--- config.mk ---
export PLATFORM = sky130hd
export DESIGN_NAME = spi_shift_engine
export DESIGN_NICKNAME = d
export VERILOG_FILES = /design/src/rtl/spi_pkg.sv /design/src/rtl/edge_tick.sv /design/src/rtl/spi_shift_engine.sv
export SDC_FILE = /design/constraint.sdc
export NUM_CORES = 1
export LEC_CHECK = 0
export ABC_CLOCK_PERIOD_IN_PS = 4430
export CAP_MARGIN = 20
export CORE_ASPECT_RATIO = 1.4
export CORE_UTILIZATION = 45
export DETAILED_ROUTE_END_ITERATION = 8
export MAX_ROUTING_LAYER = met4
export PLACE_DENSITY = 0.73
export SLEW_MARGIN = 40
export SYNTH_ARGS = -nofsm -noshare
export SYNTH_HDL_FRONTEND = slang
export SYNTH_HIERARCHICAL = 1
export SYNTH_SLANG_ARGS = --single-unit
--- constraint.sdc ---
create_clock -name clkin -period 4.43 [get_ports clkin]
set_input_delay 0.6645 -clock clkin [delete_from_list [all_inputs] [get_ports clkin]]
set_output_delay 0.6645 -clock clkin [all_outputs]
set_load 0.05 [all_outputs]
--- src/rtl/spi_pkg.sv ---
// Shared definitions for the SPI shift engine and its helpers.
// Contents: the FSM state encoding (2 bits) and the default frame
// length / lead-time constants used as parameter defaults.
package spi_pkg;

  localparam int SPI_DEF_WIDTH      = 8;
  localparam int SPI_DEF_LEAD_TICKS = 1;

  typedef enum logic [1:0] {
    ST_IDLE  = 2'd0,
    ST_LEAD  = 2'd1,
    ST_SHIFT = 2'd2,
    ST_TRAIL = 2'd3
  } spi_state_t;

endpackage

--- src/rtl/edge_tick.sv ---
// edge_tick: turns a slow square wave (same clock domain) into a
// one-cycle tick on each of its rising edges.
// Ports:
//   clkin - system clock, rising edge
//   rst   - asynchronous active-high reset
//   din   - square wave input (e.g. clockdiv output)
//   tick  - one-cycle pulse per rising edge of din
// After reset the first detected edge is swallowed so that a wave that
// was already high at release cannot produce a spurious tick.
module edge_tick (
  input  logic clkin,
  input  logic rst,
  input  logic din,
  output logic tick
);

  logic r_q1;
  logic r_q2;
  logic r_armed;
  logic w_edge;

  assign w_edge = r_q1 & ~r_q2;
  assign tick   = w_edge & r_armed;

  always_ff @(posedge clkin or posedge rst) begin
    if (rst) begin
      r_q1    <= 1'b0;
      r_q2    <= 1'b0;
      r_armed <= 1'b0;
    end else begin
      r_q1    <= din;
      r_q2    <= r_q1;
      r_armed <= r_armed | w_edge;
    end
  end

endmodule

--- src/rtl/spi_shift_engine.sv ---
// spi_shift_engine: SPI master shift engine paced by an external
// divider wave. Each rising edge of div_in is one tick (half SCK period).
// Frame: cs_n falls, LEAD_TICKS ticks of lead, 2*WIDTH SCK edges,
// one trail tick on which cs_n rises and done pulses.
// Optional build macro: SPI_LSB_FIRST_EN adds input lsb_first
// (latched at start) selecting LSB-first for both tx and rx.
// Ports:
//   clkin, rst        - clock (rising edge), async active-high reset
//   div_in            - divider square wave, one tick per rising edge
//   start, tx_data    - frame request and data to send
//   cpol, cpha, miso  - SPI mode bits (latched at start), serial input
//   sclk, mosi, cs_n  - SPI bus outputs
//   busy, done        - frame in progress, one-cycle completion pulse
//   rx_data           - received word, updated once per completed frame
//   dbg_state         - current FSM state for observation
// Handshake: start is taken only in IDLE and only when done is low; the
// accepting cycle raises busy on the next edge, and busy stays high
// until the cycle that pulses done. start at any other time is ignored.
module spi_shift_engine
  import spi_pkg::*;
#(
  parameter int WIDTH      = SPI_DEF_WIDTH,       // 2..32
  parameter int LEAD_TICKS = SPI_DEF_LEAD_TICKS   // >= 1
) (
  input  logic             clkin,
  input  logic             rst,
  input  logic             div_in,
  input  logic             start,
  input  logic [WIDTH-1:0] tx_data,
  input  logic             cpol,
  input  logic             cpha,
  input  logic             miso,
`ifdef SPI_LSB_FIRST_EN
  input  logic             lsb_first,
`endif
  output logic             sclk,
  output logic             mosi,
  output logic             cs_n,
  output logic             busy,
  output logic             done,
  output logic [WIDTH-1:0] rx_data,
  output spi_state_t       dbg_state
);

  localparam int CNT_MAX = (2 * WIDTH > LEAD_TICKS) ? 2 * WIDTH : LEAD_TICKS;
  localparam int CNT_W   = $clog2(CNT_MAX + 1);
  localparam logic [CNT_W-1:0] LEAD_LAST  = CNT_W'(LEAD_TICKS - 1);
  localparam logic [CNT_W-1:0] SHIFT_LAST = CNT_W'(2 * WIDTH - 1);

  spi_state_t       r_state;
  spi_state_t       w_state_next;
  logic             w_tick;
  logic             w_accept;
  logic [CNT_W-1:0] r_cnt;
  logic [WIDTH-1:0] r_tx;
  logic [WIDTH-1:0] r_rx_sh;
  logic [WIDTH-1:0] r_rx;
  logic             r_cpha;
  logic             r_sclk;
  logic             r_mosi;
  logic             r_cs_n;
  logic             r_busy;
  logic             r_done;
  logic             w_lsb;
  logic             w_lsb_in;
  logic             w_lead_last;
  logic             w_shift_last;
  logic             w_odd;
  logic             w_sample;
  logic             w_advance;
  logic [CNT_W-1:0] w_ord;
  logic [WIDTH-1:0] w_tx_msb_sh;
  logic [WIDTH-1:0] w_tx_lsb_sh;
  logic             w_tx_bit;
  logic             w_first_bit;
  logic [WIDTH-1:0] w_rx_shifted;
  logic [WIDTH-1:0] w_rx_upd;

  edge_tick u_edge_tick (
    .clkin (clkin),
    .rst   (rst),
    .din   (div_in),
    .tick  (w_tick)
  );

`ifdef SPI_LSB_FIRST_EN
  logic r_lsb;
  always_ff @(posedge clkin or posedge rst) begin
    if (rst) begin
      r_lsb <= 1'b0;
    end else if (w_accept) begin
      r_lsb <= lsb_first;
    end
  end
  assign w_lsb    = r_lsb;
  assign w_lsb_in = lsb_first;
`else
  assign w_lsb    = 1'b0;
  assign w_lsb_in = 1'b0;
`endif

  assign w_lead_last  = (r_cnt == LEAD_LAST);
  assign w_shift_last = (r_cnt == SHIFT_LAST);
  // r_cnt counts SHIFT ticks already taken, so the tick being processed
  // is number r_cnt+1; it is odd (a leading edge) when r_cnt is even.
  assign w_odd        = ~r_cnt[0];
  assign w_sample     = r_cpha ? ~w_odd : w_odd;
  // cpha=0 already shows the first bit from LEAD entry, so it advances on
  // trailing edges and must not advance past the last bit.
  assign w_advance    = r_cpha ? w_odd : (~w_odd & ~w_shift_last);

  // Ordinal of the bit to present on this advance: cpha=1 presents bit 0
  // on tick 1; cpha=0 presents bit 1 on tick 2, bit 2 on tick 4, ...
  assign w_ord        = r_cpha ? (r_cnt >> 1) : ((r_cnt + CNT_W'(1)) >> 1);
  assign w_tx_msb_sh  = r_tx << w_ord;
  assign w_tx_lsb_sh  = r_tx >> w_ord;
  assign w_tx_bit     = w_lsb ? w_tx_lsb_sh[0] : w_tx_msb_sh[WIDTH-1];
  assign w_first_bit  = w_lsb_in ? tx_data[0] : tx_data[WIDTH-1];

  assign w_rx_shifted = w_lsb ? {miso, r_rx_sh[WIDTH-1:1]}
                              : {r_rx_sh[WIDTH-2:0], miso};
  // With cpha=1 the final sample lands on the final tick, so the word
  // published at the end must include this tick's sample.
  assign w_rx_upd     = w_sample ? w_rx_shifted : r_rx_sh;

  always_ff @(posedge clkin or posedge rst) begin
    if (rst) begin
      r_state <= ST_IDLE;
    end else begin
      r_state <= w_state_next;
    end
  end

  always_comb begin
    w_state_next = r_state;
    w_accept     = 1'b0;
    case (r_state)
      ST_IDLE: begin
        if (start && !r_done) begin
          w_accept     = 1'b1;
          w_state_next = ST_LEAD;
        end
      end
      ST_LEAD: begin
        if (w_tick && w_lead_last) w_state_next = ST_SHIFT;
      end
      ST_SHIFT: begin
        if (w_tick && w_shift_last) w_state_next = ST_TRAIL;
      end
      ST_TRAIL: begin
        if (w_tick) w_state_next = ST_IDLE;
      end
      default: w_state_next = ST_IDLE;
    endcase
  end

  always_ff @(posedge clkin or posedge rst) begin
    if (rst) begin
      r_cnt   <= '0;
      r_tx    <= '0;
      r_rx_sh <= '0;
      r_rx    <= '0;
      r_cpha  <= 1'b0;
      r_sclk  <= 1'b0;
      r_mosi  <= 1'b0;
      r_cs_n  <= 1'b1;
      r_busy  <= 1'b0;
      r_done  <= 1'b0;
    end else begin
      r_done <= 1'b0;
      if (w_accept) begin
        r_tx    <= tx_data;
        r_cpha  <= cpha;
        r_sclk  <= cpol;
        r_cs_n  <= 1'b0;
        r_busy  <= 1'b1;
        r_cnt   <= '0;
        r_rx_sh <= '0;
        if (!cpha) r_mosi <= w_first_bit;
      end else if (w_tick) begin
        case (r_state)
          ST_LEAD: begin
            r_cnt <= w_lead_last ? '0 : r_cnt + CNT_W'(1);
          end
          ST_SHIFT: begin
            r_sclk <= ~r_sclk;
            r_cnt  <= w_shift_last ? '0 : r_cnt + CNT_W'(1);
            if (w_sample)     r_rx_sh <= w_rx_shifted;
            if (w_advance)    r_mosi  <= w_tx_bit;
            if (w_shift_last) r_rx    <= w_rx_upd;
          end
          ST_TRAIL: begin
            r_cs_n <= 1'b1;
            r_busy <= 1'b0;
            r_done <= 1'b1;
          end
          default: ;
        endcase
      end
    end
  end

  assign sclk      = r_sclk;
  assign mosi      = r_mosi;
  assign cs_n      = r_cs_n;
  assign busy      = r_busy;
  assign done      = r_done;
  assign rx_data   = r_rx;
  assign dbg_state = r_state;

endmodule
Word-level counts from Yosys, hierarchy flattened
Index checks and enable logic that the tools add are counted.
W data, S select, Z words.
{"block": "totals", "regBits": 40, "latch_bits": 0, "ramBits": 0, "rom_bits": 0, "wordCells": 87, "memories": 0}
{"block": "classes", "add_sub_neg": 1, "mul": 0, "n_div": 0, "order_cmp": 0, "eq_ne": 9, "shifts": 1, "n_mux": 36, "bitwise": 9, "n_reduce_logical": 17}
{"op": "$mux W8", "count": 4}
{"op": "$mux W1", "count": 21}
{"op": "$mux W5", "count": 4}
{"op": "$reduce_and A4 Y1", "count": 3}
{"op": "$ne A2 B2 Y1 const B", "count": 5}
{"op": "$pmux W5 S2", "count": 1}
{"op": "$mux W2", "count": 4}
{"op": "$pmux W2 S4", "count": 1}
{"op": "$reduce_bool A2 Y1", "count": 4}
{"op": "$shl A8 B4 Y8", "count": 1}
{"op": "$reduce_and A2 Y1", "count": 3}
{"op": "$add A5 B1 Y5 const B", "count": 1}
{"op": "$eq A5 B4 Y1 const B", "count": 1}
{"op": "$logic_not A5 Y1", "count": 1}
{"op": "$not A1 Y1", "count": 5}
{"op": "$eq A2 B2 Y1 const B", "count": 2}
{"op": "$mux W4", "count": 1}
{"op": "$and A1 B1 Y1", "count": 3}
{"op": "$logic_and A1 B1 Y1", "count": 3}
{"op": "$reduce_bool A3 Y1", "count": 1}
{"op": "$eq A2 B1 Y1 const B", "count": 1}
{"op": "$logic_not A2 Y1", "count": 1}
{"op": "$logic_not A1 Y1", "count": 1}
{"op": "$or A1 B1 Y1", "count": 1}

Logic depth before layout (Yosys ltp)
{"block": "logic_depth", "ltp_word": 8, "depth_mapped": 9, "mapped_depth_nobuf": 9}

By module
The synthesis kept the hierarchy.
{"module": "spi_shift_engine", "n_inst": 1, "cells_per_inst": 205, "area_per_inst_um2": 2013.2}
{"module": "edge_tick", "n_inst": 1, "cells_per_inst": 7, "area_per_inst_um2": 96.3}

Least setup slack after synthesis
OpenSTA, ideal clock, no wires.
{"block": "synth_timing", "path_type": "reg2reg", "from": "register r_state[1], in the netlist dbg_state[1]", "to": "register r_state[1], in the netlist dbg_state[1]", "arrival_ns": 1.920, "t_required_ns": 4.302, "slack_ns": 2.382, "path_stages_with_launch": 7, "cell_sequence": "dfrtp_1 inv_1 ha_1 or2_2 a22o_1 a21oi_2 mux2_1"}
{"block": "synth_between", "elab_chain_len": 3}
{"item": "start: declaration", "line": "spi_shift_engine.sv:50", "text": "spi_state_t r_state;"}
{"item": "start signal: assignment", "line": "spi_shift_engine.sv:130", "text": "r_state <= w_state_next;"}
{"item": "$eq A2 B2 Y1 (tied with other cells)", "line": "spi_shift_engine.sv:137", "text": "case (r_state)"}
{"item": "$ne A2 B2 Y1 (no line)"}
{"item": "$reduce_and A4 Y1 (no line)"}
Several ways; a longest one is shown, not always the timed one.
A chain may end at the register's enable or synchronous reset.

Worst setup path after layout
{"block": "layout_timing", "from": "register r_cs_n, in the netlist cs_n", "to": "output cs_n"}
{"item": "start: declaration", "line": "spi_shift_engine.sv:61", "text": "logic r_cs_n;"}
{"item": "start signal: assignment", "line": "spi_shift_engine.sv:166", "text": "r_cs_n <= 1'b1;"}
{"item": "start signal: assignment", "line": "spi_shift_engine.sv:175", "text": "r_cs_n <= 1'b0;"}
{"item": "start signal: assignment", "line": "spi_shift_engine.sv:193", "text": "r_cs_n <= 1'b1;"}
{"item": "end: declaration", "line": "spi_shift_engine.sv:38", "text": "output logic cs_n,"}
No word-level cell between the ends.

==> results.md <==
- Number of synthesized register bits: 40
- Fin crit period: about 2300 ps
- Sequential share of the synthesized area: 0.475
- CTS tree: done
- Post-Synthesis Cells: around 210
- Worst endpoint required time: between 3000 and 4000 ps
- Initial antenna violation count: 0
- Final worst path period share: 0.517
- GRT Total Usage: 0.193
- Synth Area in Simple Gates: 0.172
- Top_reg_cell synth: dfrtp_1
- Post-CTS setup buffers: 0
- Routed Antenna Nets: 0
- Setup crit start kind: flip-flop
- Global route overflow: 0
- Worst slew pin tran: 695 ps
- Critical path class: reg2out
- Number of flops mapped to enable cells by yosys: 0
- Critical path, cell by cell: clkdlybuf4s50_1
- Io pins: 30
- Worst setup EP type: primary output
- Later-pin clock latency in the skew report: ~290 ps
- Top-area cell type share of the netlist area: 0.463
- Synth area leaders: dfrtp_1 46%, mux2i_1 9.0%, nand2_1 5.9%
- Slowest cell delay on critical path: 800 ps
- Drt initial violations: 65
- Yosys warning count: 6
- WL final: just over 4000 um
- Ys async rst share: 1.00
- Synth unique cells: 48
- Synthesized cell area: around 2100 sq um
- # port buffers: 29
- Vias in the first global route: ~1600
- Setup Skew: 4.87 ps
- Clock Path Buffers: 2
- Die area: 4970 sq um
- Layout cell share with drive strength beyond 1: 0.0782
- Slew Limit Fails: 0
- Clock sink count: 40
- Achievable frequency: around 0.44 GHz
- XOR/XNOR Fraction of Synth Area: 0.0291
- Pwr Density: between 500 and 600 nW/um^2
- Core region area: about 4500 sq um
- Crit path from: cs_n
- CTS Hold Bufs: 0
- First-pass GRT wire length: ~7000 um
- Largest net degree at the start of global routing: 24
- Top cell type by total area after synthesis: dfrtp_1
- TritonCTS Buffers: 5
- Die width: around 60 um
- Via count: around 1600
- Drt pass-1 iters: 4
- Row count: 29
- Hold Path Origin: u_edge_tick/r_q1
- CP bufs+invs: 1
- Compound-Gate Fraction of Synth Area: 0.113
- Syn avg cell area: ~10 sq um
- CTS clock-pin slew for the worst setup and hold paths: 80 ps
- Final setup viols: 0
- Crit path max fanout: 2
- Post-Layout Cell Count: about 310
- Critical-path top delay cell: clkdlybuf4s50_1
- H-tree depth reported by CTS: 2
- Nets@finish: 266
- Placed Cells: between 200 and 300
- Routability Congestion: about 0.85
- Worst path top cell family by delay: buffers and inverters
- Initial Util: 0.469
- Avg WL per Cell: 13.5 um
- Leakage: roughly 1.2 nW
- PnR worst setup slack: 2140 ps
- Area growth syn-to-layout: 20.5%
- Status: finished, final reports clean
- Slew headroom: 0.534
- Largest family of logic cells by synthesized area: simple AND/OR/NAND/NOR gates
- Worst IR Drop VDD: roughly 0.00028 V
- Total negative slack: 0 ps
- Pre-CTS setup slack: around 1900 ps
- Diode count: 0
- DRC Markers: 0
- Vias per cell: around 5.1
- Finished layout cell area: approximately 2500 sq um
- WP data arrival: ~1600 ps
- CTS root buffer: clkbuf_8
- Multiplexer share of the synthesized area: 0.106
- Synthesized net count: around 240
- Max Cap Violations: 0
- Dpl hpwl: roughly 3000 um
- Area post-placement: ~2400 sq um
- CTS resizes: 0
- Post-Synth Adder-Cell Area: 0.0534
- Count of final hold-check violations: 0
- RSZ-0062 raised after global routing: no
- Die Height: about 83 um
- RR Startpoint: r_cnt[0]
- Worst min path class: reg2reg
[cell type report]
type,instances,area [sq um]
clock inverter,1,7.51
multi-input combinational,149,1010
tap,62,77.6
clock buffer,7,86.3
inverter,15,56.3
sequential,40,1000
fill,426,1960
timing repair buffer,31,305
[registers in the layout, summed over array words and instances (netlist names)]
signal / cells
busy: 1
cs_n: 1
dbg_state: 2
done: 1
mosi: 1
r_cnt: 5
r_cpha: 1
r_rx_sh: 8
r_tx: 8
rx_data: 8
sclk: 1
u_edge_tick/r_armed: 1
u_edge_tick/r_q1: 1
u_edge_tick/r_q2: 1
[cells in the mapped netlist (2+ instances only)]
cell type and instances:
o31ai_1 5, o21ai_1 2, buf_2 4, mux2i_1 19, a21oi_1 12, a21o_1 3
buf_6 2, inv_1 15, mux2_1 2, dfrtp_1 39, nand3_1 6, nand2_1 33
nor3_1 2, nand2b_1 2, nor3b_1 2, o21ai_0 4, nor2_1 21, ha_1 9
[metrics by stage]
step,total power (W),utilization,hold WS [ps]
after floorplan,0.00106,-,367
after global placement,0.00120,0.543,371
after detailed placement,0.00121,0.543,389
after CTS,0.00147,0.563,405
after global routing,0.00155,0.565,412
final,0.00146,0.565,402
[worst paths after layout]
kind                                       endpoint  slack [ps]  depth (start not counted)
worst max-delay path                           cs_n        2140                          1
worst min-delay path               u_edge_tick/r_q2         400                          0
worst max register to register                 mosi        2240                          9
worst min register to register     u_edge_tick/r_q2         400                          0
max in group asynchronous                      cs_n        3010                          3
min in group asynchronous       u_edge_tick/r_armed         560                          2
[routing by layer]
layer | share of wire | vias to the layer above | GRT usage
met5 | 0 | - | -
met4 | 0.023 | 0 | 0.0846
met3 | 0.022 | 6 | 0.0343
met2 | 0.53 | 24 | 0.318
met1 | 0.42 | 764 | 0.222
li1 | - | 776 | -
[logic make-up (layout without fill, tap and decap cells)]
kind of cell	count (synthesis)	in the layout
buf+inv	23	54
fa+ha+maj	9	9
compound gates	37	37
xor+xnor	4	4
flops	40	40
simple gates	77	77
mux	22	22
[layout by cell type, fill, tap and decap left out, drive strengths merged, types with 5 or more instances in the layout]
cell type	Yosys	final
dfrtp	39	39
nand2	34	34
clkdlybuf4s50	0	29
nor2	22	22
mux2i	19	19
inv	15	14
a21oi	13	13
ha	9	9
clkbuf	2	7
nand3	6	6
o21ai	6	6
o31ai	5	5
[power breakdown]
group	leakage (nW)	internal [W]	switching (W)
Combinational	0.623	0.000267	0.000376
Sequential	0.513	0.000462	0.0000978
Clock	0.0445	0.000127	0.000125
Total	1.18	0.000856	0.000599
Note: power is estimated with default switching activity, not from simulation.
